[config.mk]
export PLATFORM = sky130hd
export DESIGN_NAME = alu_op_sequencer
export DESIGN_NICKNAME = d
export VERILOG_FILES = /design/src/rtl/alu_seq_pkg.sv /design/src/rtl/step_debounce.sv /design/src/rtl/alu_op_sequencer.sv
export SDC_FILE = /design/constraint.sdc
export NUM_CORES = 1
export LEC_CHECK = 0
export CAP_MARGIN = 20
export CORE_MARGIN = 5
export CORE_UTILIZATION = 35
export DETAILED_ROUTE_END_ITERATION = 8
export PLACE_DENSITY = 0.69
export SKIP_LAST_GASP = 1
export SYNTH_ARGS = -nofsm -noshare
export SYNTH_HDL_FRONTEND = slang
export SYNTH_SLANG_ARGS = --single-unit
export TNS_END_PERCENT = 10
[constraint.sdc]
create_clock -name clk -period 3.7 [get_ports clk]
set_input_delay 0.555 -clock clk [delete_from_list [all_inputs] [get_ports clk]]
set_output_delay 0.555 -clock clk [all_outputs]
set_load 0.05 [all_outputs]
[src/rtl/alu_seq_pkg.sv]
// Shared definitions for the ALU operand sequencer: state encodings and ALU function codes.
// The accumulator-chain option is selected in alu_op_sequencer with `define ALU_SEQ_ACCUM_EN.
package alu_seq_pkg;

  localparam int STATE_W = 3;

  typedef enum logic [STATE_W-1:0] {
    ST_LD_A = 3'd0,
    ST_LD_B = 3'd1,
    ST_LD_F = 3'd2,
    ST_EXEC = 3'd3,
    ST_SHOW = 3'd4
  } state_e;

  // Function codes understood by the ALU datapath (low OP_W bits of the switch bus).
  localparam logic [3:0] ALU_ADD  = 4'd0;
  localparam logic [3:0] ALU_SLL  = 4'd1;
  localparam logic [3:0] ALU_SLT  = 4'd2;
  localparam logic [3:0] ALU_SLTU = 4'd3;
  localparam logic [3:0] ALU_XOR  = 4'd4;
  localparam logic [3:0] ALU_SRL  = 4'd5;
  localparam logic [3:0] ALU_SRA  = 4'd6;
  localparam logic [3:0] ALU_OR   = 4'd7;
  localparam logic [3:0] ALU_AND  = 4'd8;
  localparam logic [3:0] ALU_SUB  = 4'd9;

  // Operand-loading states preview the live switch value on the display.
  function automatic logic is_load_state(input state_e s);
    return (s == ST_LD_A) || (s == ST_LD_B) || (s == ST_LD_F);
  endfunction

endpackage

[src/rtl/step_debounce.sv]
// Step-button conditioning: 2-flop synchroniser, stability counter and a one-cycle
// pulse on each accepted rising edge. A press is accepted after DB_CYCLES stable cycles.
module step_debounce #(
  parameter int DB_CYCLES = 16
) (
  input  logic clk,
  input  logic rst,
  input  logic i_btn,
  output logic o_step
);

  localparam int CNT_W = (DB_CYCLES > 2) ? $clog2(DB_CYCLES) : 1;
  localparam logic [CNT_W-1:0] CNT_MAX = CNT_W'(DB_CYCLES - 1);

  logic             r_sync1;
  logic             r_sync2;
  logic             r_stable;
  logic             r_prev;
  logic             r_pulse;
  logic [CNT_W-1:0] r_cnt;

  always_ff @(posedge clk) begin
    if (rst) begin
      r_sync1 <= 1'b0;
      r_sync2 <= 1'b0;
    end else begin
      r_sync1 <= i_btn;
      r_sync2 <= r_sync1;
    end
  end

  // Any return to the accepted level restarts the count, so short bounces never land.
  always_ff @(posedge clk) begin
    if (rst) begin
      r_stable <= 1'b0;
      r_cnt    <= '0;
    end else if (r_sync2 == r_stable) begin
      r_cnt <= '0;
    end else if (r_cnt == CNT_MAX) begin
      r_stable <= r_sync2;
      r_cnt    <= '0;
    end else begin
      r_cnt <= r_cnt + CNT_W'(1);
    end
  end

  always_ff @(posedge clk) begin
    if (rst) begin
      r_prev  <= 1'b0;
      r_pulse <= 1'b0;
    end else begin
      r_prev  <= r_stable;
      r_pulse <= r_stable & ~r_prev;
    end
  end

  assign o_step = r_pulse;

endmodule

[src/rtl/alu_op_sequencer.sv]
// Step-button driven operand/function loader and result capture for the ALU board top.
// Optional feature: `define ALU_SEQ_ACCUM_EN lets SHOW chain the result back into operand A.
module alu_op_sequencer
  import alu_seq_pkg::*;
#(
  parameter int DATA_W    = 32,
  parameter int OP_W      = 4,
  parameter int FLAG_W    = 4,
  parameter int ALU_LAT   = 1,
  parameter int DB_CYCLES = 16
) (
  input  logic               clk,
  input  logic               rst,
  input  logic               btn_step,
  input  logic               use_acc,
  input  logic [DATA_W-1:0]  sw,
  input  logic [DATA_W-1:0]  alu_result,
  input  logic [FLAG_W-1:0]  alu_flags,
  output logic [DATA_W-1:0]  op_a,
  output logic [DATA_W-1:0]  op_b,
  output logic [OP_W-1:0]    op_f,
  output logic               alu_go,
  output logic [DATA_W-1:0]  res_q,
  output logic [FLAG_W-1:0]  flags_q,
  output logic [DATA_W-1:0]  disp_word,
  output logic [STATE_W-1:0] state_q,
  output logic               done
);

  localparam logic [3:0] LAT_LOAD = 4'(ALU_LAT);

  state_e              r_state;
  state_e              w_next;
  logic [3:0]          r_lat;
  logic [DATA_W-1:0]   r_op_a;
  logic [DATA_W-1:0]   r_op_b;
  logic [OP_W-1:0]     r_op_f;
  logic [DATA_W-1:0]   r_res;
  logic [FLAG_W-1:0]   r_flags;
  logic                r_go;
  logic                w_step;
  logic                w_load_a;
  logic                w_load_b;
  logic                w_load_f;
  logic                w_capture;
  logic                w_acc_load;
  logic [DATA_W-1:0]   w_disp;

  step_debounce #(
    .DB_CYCLES (DB_CYCLES)
  ) u_step_debounce (
    .clk    (clk),
    .rst    (rst),
    .i_btn  (btn_step),
    .o_step (w_step)
  );

  always_ff @(posedge clk) begin
    if (rst) begin
      r_state <= ST_LD_A;
    end else begin
      r_state <= w_next;
    end
  end

  // A step arriving in EXEC is simply not looked at, which is what drops it.
  always_comb begin
    w_next     = r_state;
    w_load_a   = 1'b0;
    w_load_b   = 1'b0;
    w_load_f   = 1'b0;
    w_capture  = 1'b0;
    w_acc_load = 1'b0;
    case (r_state)
      ST_LD_A: begin
        if (w_step) begin
          w_load_a = 1'b1;
          w_next   = ST_LD_B;
        end
      end
      ST_LD_B: begin
        if (w_step) begin
          w_load_b = 1'b1;
          w_next   = ST_LD_F;
        end
      end
      ST_LD_F: begin
        if (w_step) begin
          w_load_f = 1'b1;
          w_next   = ST_EXEC;
        end
      end
      ST_EXEC: begin
        if (r_lat == 4'd0) begin
          w_capture = 1'b1;
          w_next    = ST_SHOW;
        end
      end
      ST_SHOW: begin
        if (w_step) begin
`ifdef ALU_SEQ_ACCUM_EN
          if (use_acc) begin
            w_acc_load = 1'b1;
            w_next     = ST_LD_B;
          end else begin
            w_next = ST_LD_A;
          end
`else
          w_next = ST_LD_A;
`endif
        end
      end
      default: w_next = ST_LD_A;
    endcase
  end

`ifndef ALU_SEQ_ACCUM_EN
  logic w_unused_use_acc;
  assign w_unused_use_acc = use_acc;
`endif

  // The launch pulse is registered off the LD_F load so it coincides with the first EXEC cycle.
  always_ff @(posedge clk) begin
    if (rst) begin
      r_op_a  <= '0;
      r_op_b  <= '0;
      r_op_f  <= '0;
      r_res   <= '0;
      r_flags <= '0;
      r_go    <= 1'b0;
      r_lat   <= 4'd0;
    end else begin
      r_go <= w_load_f;
      if (w_load_a) begin
        r_op_a <= sw;
      end else if (w_acc_load) begin
        r_op_a <= r_res;
      end
      if (w_load_b) begin
        r_op_b <= sw;
      end
      if (w_load_f) begin
        r_op_f <= sw[OP_W-1:0];
        r_lat  <= LAT_LOAD;
      end else if ((r_state == ST_EXEC) && (r_lat != 4'd0)) begin
        r_lat <= r_lat - 4'd1;
      end
      if (w_capture) begin
        r_res   <= alu_result;
        r_flags <= alu_flags;
      end
    end
  end

  always_comb begin
    w_disp = r_res;
    if (is_load_state(r_state)) begin
      w_disp = sw;
    end
  end

  assign op_a      = r_op_a;
  assign op_b      = r_op_b;
  assign op_f      = r_op_f;
  assign alu_go    = r_go;
  assign res_q     = r_res;
  assign flags_q   = r_flags;
  assign disp_word = w_disp;
  assign state_q   = r_state;
  assign done      = (r_state == ST_SHOW);

endmodule

==> run metrics, run 1 <==
status=finished clean; crit share post-route=89.1%; WS Path Type=register to primary output; TritonCTS clock tree=built; R2R depth=4; hold_buf cts=0; Crit Path Max Fanout=22; Cell Chain, Critical Path=a21oi_4, buf_12, mux2_2, clkdlybuf4s50_1; Placed Cells incl. Taps=910; # IOs=213; Post-synth ARST share=0%; CTS root buffer=clkbuf_16; # setup viols final=0; crit path launch type=register; final hold vios=0; die height=127 um; Mapped Avg Cell Area=8.52 sq um; # clock sinks=121; Clk pin slew, worst setup/hold paths=0.05 ns; RePlAce Congestion=0.836; Pins Over Slew Limit=0; worst slew pin tran=1.06 ns; hold depth=1; slowest stage delay, CP=0.70 ns; Max Cap Viol=0; Detailed Place HPWL=11600 um; origin of the critical flop-to-flop path=state_q[1]$_SDFFE_PP0P_; detailed-route DRC error count=0; largest net degree at the start of global routing=114; fin area=7570 sq um; syn_nets=639; row cnt=42; Distinct cells, synth=38; DR WL met2=8060 um; vias per cell=5.12; I/O Buffers=211; Post-Synthesis Cells=565; postcts setup bufs=0; Core Area=13300 sq um; sequential cell area fraction in the yosys report=50.3%; number of synthesized flops with an enable pin=0; clock skew=0.00529 ns; P_leak=0.00256 uW; Post-synth top flop=dfxtp_1; # fillers=1197; WL met3=1650 um; R2R Setup Slk=1.58 ns; worst ir drop on vdd=0.379 mV; Achievable Freq=303 MHz; antenna-violating nets left=0; Nets=828; Relative slew margins=29.2%; Starting Density=36.1%; Initial DRC Count=321; Synth Register Bits=121; post_cts resized=0; clk_lat worst skew=0.41 ns; die area=16200 sq um; unrepaired setup endpoints after global routing=false; layout cells sized above 1=10.2%; H-tree depth=4; dpl cell area=6990 sq um; final worst hold slack=0.383 ns; P per Cell Area=409 nW/um^2; crit path time final=3.30 ns; Max Used Layer=met4; GR Overflow Total=0; HP Start=u_step_debounce.r_prev$_SDFF_PP0_; Setup TNS=0 ns; CP startpoint=state_q[0]$_SDFFE_PP0P_; first-pass detailed-route iteration total=5; RR Endpoint=op_a[30]$_SDFFE_PP0P_; fin cells=942; Avg WL per Cell=18.1 um; via count=4822; CP arrival=2.74 ns; yosys warns=0; Die X=127 um; cell area after synthesis=4810 sq um; CP max stage cell=clkdlybuf4s50_1; vias in the first global route=4927; Max clock buf depth=2; cts bufs inserted=17; Worst EP required=3.14 ns; worst hold endpoint=u_step_debounce.o_step$_SDFF_PP0_; Layout area overhead=57.3%; ANT cells=0; drt total wl=17100 um; GRT Total Usage=21.0%; Worst Setup End Kind=primary output; routed metal-1 wirelength=6830 um; antenna violations before repair=0; first-pass GRT wire length=26700 um; Hold Crit Class=register to register
-- where the power goes --
group,leakage (uW),internal (uW),switching (uW)
Sequential,0.000974,1310,0.681
Combinational,0.00131,113,126
Clock,0.000283,991,559
Total,0.00256,2410,686
-- flip-flops by register name, indices dropped and copies added, names as in the netlist --
| name | count |
|---|---|
| u_step_debounce.o_step | 1 |
| op_b | 32 |
| u_step_debounce.r_prev | 1 |
| alu_go | 1 |
| u_step_debounce.r_cnt | 4 |
| u_step_debounce.r_stable | 1 |
| state_q | 3 |
| flags_q | 4 |
| op_a | 32 |
| u_step_debounce.r_sync1 | 1 |
| res_q | 32 |
| u_step_debounce.r_sync2 | 1 |
| r_lat | 4 |
| op_f | 4 |
-- cells by family after synthesis --
logic type | Yosys count | synth area share (%)
xor+xnor | 3 | 0.546
simple gates | 198 | 18.6
fa+ha+maj | 2 | 0.520
compound gates | 152 | 16.4
flops | 121 | 50.3
mux | 34 | 7.90
buf+inv | 55 | 5.69
-- worst max-delay path: cells and delay by family (launching register included) --
family | cells | cell delay, ns
buf+inv | 2 | 0.96
flops | 1 | 0.47
mux | 1 | 0.37
compound gates | 1 | 0.51
-- layout by cell type, fill, tap and decap left out, types with 4 or more instances in the layout --
| cell type | synthesis | routed |
|---|---|---|
| mux2_2 | 32 | 32 |
| a22o_1 | 4 | 4 |
| inv_1 | 5 | 5 |
| nor2_1 | 8 | 8 |
| nand3_1 | 38 | 38 |
| clkbuf_16 | 0 | 17 |
| dfxtp_1 | 121 | 121 |
| nor2b_1 | 5 | 5 |
| a21oi_1 | 105 | 104 |
| o21ai_0 | 38 | 38 |
| clkdlybuf4s50_1 | 0 | 210 |
| buf_4 | 4 | 8 |
| nand2_1 | 128 | 128 |
| clkinv_2 | 0 | 9 |
-- routing by layer --
layer	track usage [%]	vias up
met5	0	-
met4	8.90	0
met3	9.47	35
met2	33.8	218
met1	24.1	2263
li1	-	2306
-- how the worst max path moves through the flow --
| stage | endpoint | cells after the start | slack [ns] |
|---|---|---|---|
| 6_report | disp_word[23] | 4 | 0.40 |
| 5_1_grt | disp_word[23] | 4 | 0.29 |
| 4_1_cts | disp_word[23] | 4 | 0.38 |
| 2_1_floorplan | done | 2 | 1.09 |
| 3_5_place_dp | disp_word[23] | 4 | 0.82 |
| 3_3_place_gp | disp_word[31] | 4 | 0.87 |
-- cell usage after synthesis (all sizes together) (2+ instances only) --
cell type | number | area share, %
or3 | 2 | 0.26
inv | 5 | 0.39
clkbuf | 29 | 2.3
mux2i | 2 | 0.42
dfxtp | 121 | 50
nand4bb | 2 | 0.47
o21ai | 39 | 4.1
nor2 | 8 | 0.62
a21oi | 105 | 11
nor4 | 2 | 0.26
ha | 2 | 0.52
and3 | 2 | 0.26
mux2 | 32 | 7.5
nand3 | 38 | 4.0
a22o | 4 | 0.73
nor3b | 2 | 0.42
buf | 21 | 3.0
nand2 | 128 | 10
xnor2 | 2 | 0.36
nor2b | 5 | 0.65
-- layout make-up --
cell class	count	area (sq um)	area share, %
Inverter	5	18.8	0.248
Multi-Input combinational cell	389	2150	28.4
Clock inverter	11	105	1.39
Timing Repair Buffer	220	2210	29.2
Sequential cell	121	2420	32.0
Tap cell	176	220	2.91
Clock buffer	20	447	5.90
-- metrics by stage --
step	power [uW]	worst slack, ns	utilization [%]
final	3100	0.403	56.7
after floorplan	1440	1.09	-
after global routing	3190	0.289	56.7
after detailed placement	1570	0.820	52.4
after global placement	1570	0.869	52.4
after CTS	3120	0.376	56.5
Power figures use the tool's default switching activity.
==> run 2, diff against run 1 <==
--- a/config.mk
+++ b/config.mk
@@ -5,11 +5,12 @@
 export SDC_FILE = /design/constraint.sdc
 export NUM_CORES = 1
 export LEC_CHECK = 0
+export ABC_AREA = 0
 export CAP_MARGIN = 20
 export CORE_MARGIN = 5
-export CORE_UTILIZATION = 35
+export CORE_UTILIZATION = 45
 export DETAILED_ROUTE_END_ITERATION = 8
-export PLACE_DENSITY = 0.69
+export PLACE_DENSITY = 0.85
 export SKIP_LAST_GASP = 1
 export SYNTH_ARGS = -nofsm -noshare
 export SYNTH_HDL_FRONTEND = slang
==> run 2 against run 1 <==
  * Register-to-register slack worse by 0.25 ns
  * Count of clock-buffer cells in the layout stayed put
  * Power is 2.1% higher
  * Sequential cell count stayed put
  * Largest power group unchanged
==> run metrics, run 2 (synthesis gave the netlist of run 1 again) <==
detailed-route DRC error count=0 (unchanged); # IOs=213 (unchanged); Cell Int Power=2460 uW (was 2410 uW); Max Cap Viol=0 (unchanged); Crit Path Max Fanout=23 (was 22); switching power=702 uW (was 686 uW); layout cells sized above 1=10.0% (was 10.2%); R2R Setup Slk=1.33 ns (was 1.58 ns); worst ir drop on vdd=0.295 mV (was 0.379 mV); Starting Density=46.4% (was 36.1%); crit path time final=3.35 ns (was 3.30 ns); worst slew pin tran=0.929 ns (was 1.06 ns); Relative slew margins=37.9% (was 29.2%); Comb pwr share=7.6% (was 7.7%); dpl cell area=6940 sq um (was 6990 sq um); RePlAce Congestion=0.825 (was 0.836); Worst EP required=3.14 ns (about the same); I/O Buffers=211 (unchanged); origin of the critical flop-to-flop path=state_q[0]$_SDFFE_PP0P_ (was state_q[1]$_SDFFE_PP0P_); Pins Over Slew Limit=0 (unchanged); CTS root buffer=clkbuf_8 (was clkbuf_16); GRT Total Usage=25.5% (was 21.0%); CP arrival=2.79 ns (was 2.74 ns); crit share post-route=90.5% (was 89.1%); cts bufs inserted=17 (unchanged); die height=113 um (was 127 um); GR Overflow Total=0 (unchanged); Worst Slack Setup Final=0.351 ns (was 0.403 ns); P per Cell Area=419 nW/um^2 (was 409 nW/um^2); row cnt=37 (was 42); TritonCTS clock tree=built (unchanged); Worst Setup End Kind=primary output (unchanged); Avg WL per Cell=18.4 um (was 18.1 um); fin area=7550 sq um (was 7570 sq um); clk_lat worst skew=0.50 ns (was 0.41 ns); antenna violations before repair=0 (unchanged); post_cts resized=0 (unchanged); HP Start=u_step_debounce.r_prev$_SDFF_PP0_ (unchanged); RR Endpoint=r_lat[3]$_SDFFE_PP0P_ (was op_a[30]$_SDFFE_PP0P_); antenna-violating nets left=0 (unchanged); first-pass GRT wire length=25800 um (was 26700 um); first-pass detailed-route iteration total=5 (unchanged); Core Area=10400 sq um (was 13300 sq um); Max clock buf depth=2 (unchanged); sequential power share=41.3% (was 42.2%); clock skew=0.0103 ns (was 0.00529 ns); unrepaired setup endpoints after global routing=false (unchanged); Layout area overhead=56.9% (was 57.3%); Initial DRC Count=269 (was 321); via count=4887 (was 4822); vias per cell=5.41 (was 5.12); H-tree depth=4 (unchanged); crit path launch type=register (unchanged); # setup viols final=0 (unchanged); status=finished clean (unchanged); CP startpoint=state_q[0]$_SDFFE_PP0P_ (unchanged); drt total wl=16700 um (was 17100 um); Detailed Place HPWL=11500 um (was 11600 um); hold_buf cts=0 (unchanged); DP Worst Slack=0.864 ns (was 0.820 ns); Hold Crit Class=register to register (unchanged); Setup TNS=0 ns (unchanged); Clk pin slew, worst setup/hold paths=0.06 ns (was 0.05 ns); P_leak=0.00256 uW (about the same); total power=3160 uW (was 3100 uW); most frequent cells in the layout=clkdlybuf4s50_1 (210), nand2_1 (128), dfxtp_1 (121) (unchanged); largest net degree at the start of global routing=114 (unchanged); worst hold endpoint=u_step_debounce.o_step$_SDFF_PP0_ (unchanged); final hold vios=0 (unchanged); final worst hold slack=0.384 ns (was 0.383 ns); clock network power share=51.1% (was 50.1%); Nets=828 (unchanged); Sw Share=22.2% (about the same); R2R depth=3 (was 4); ANT cells=0 (unchanged); most common cell after layout, fill and taps aside=clkdlybuf4s50_1 (unchanged); vias in the first global route=5136 (was 4927); # clock sinks=121 (unchanged); hold depth=1 (unchanged); die area=12900 sq um (was 16200 sq um); Die X=113 um (was 127 um); # fillers=775 (was 1197); Achievable Freq=299 MHz (was 303 MHz); postcts setup bufs=0 (unchanged); WS Path Type=register to primary output (unchanged)
## run 2: changes by cell type in the layout (fill, tap and decap cells not counted), sizes merged
| cell | delta |
|---|---|
| clkinvlp | +3 |
| bufinv | +1 |
| clkinv | -3 |
## run 2: power groups by stage
stage / combinational (uW) / sequential [uW] / clock (uW)
floorplan: 105 / 1330 / 0
global placement: 231 / 1330 / 0
detailed placement: 234 / 1330 / 0
CTS: 236 / 1310 / 1630
global route: 249 / 1300 / 1700
finish: 239 / 1310 / 1620
## run 2: worst max-delay path by stage
stage | endpoint | slack (ns) | cells after the start
3_5_place_dp | disp_word[12] | 0.86 | 4
5_1_grt | disp_word[31] | 0.22 | 4
2_1_floorplan | done | 1.09 | 2
4_1_cts | disp_word[15] | 0.32 | 4
3_3_place_gp | disp_word[31] | 0.90 | 4
6_report | disp_word[31] | 0.35 | 4
## run 2: cell type report
| class | count | area, sq um | area share, % |
|---|---|---|---|
| multi-input combinational | 389 | 2140 | 28.4 |
| inverter | 5 | 18.8 | 0.249 |
| tap | 136 | 170 | 2.25 |
| clock inverter | 12 | 150 | 1.99 |
| sequential | 121 | 2420 | 32.1 |
| clock buffer | 20 | 435 | 5.77 |
| timing repair buffer | 220 | 2210 | 29.3 |
## run 2: per-layer routing
| metal | wire length (um) | global-route usage [%] | vias up |
|---|---|---|---|
| met4 | 459 | 10.8 | 0 |
| met5 | 0 | 0 | - |
| met1 | 6170 | 26.9 | 2315 |
| li1 | - | - | 2309 |
| met2 | 8310 | 45.3 | 232 |
| met3 | 1710 | 9.76 | 31 |
## run 2: through the flow
step / utilization (%) / instances
after floorplan: - / 565
after global placement: 66.9 / 870
after detailed placement: 66.9 / 870
after CTS: 72.5 / 902
after global routing: 72.8 / 903
final: 72.8 / 903
## run 2: critical path: stages, from the launching register on
cell             delay [ns]
dfxtp_1                0.47
a21oi_4                0.49
buf_12                 0.26
mux2_2                 0.36
clkdlybuf4s50_1        0.72
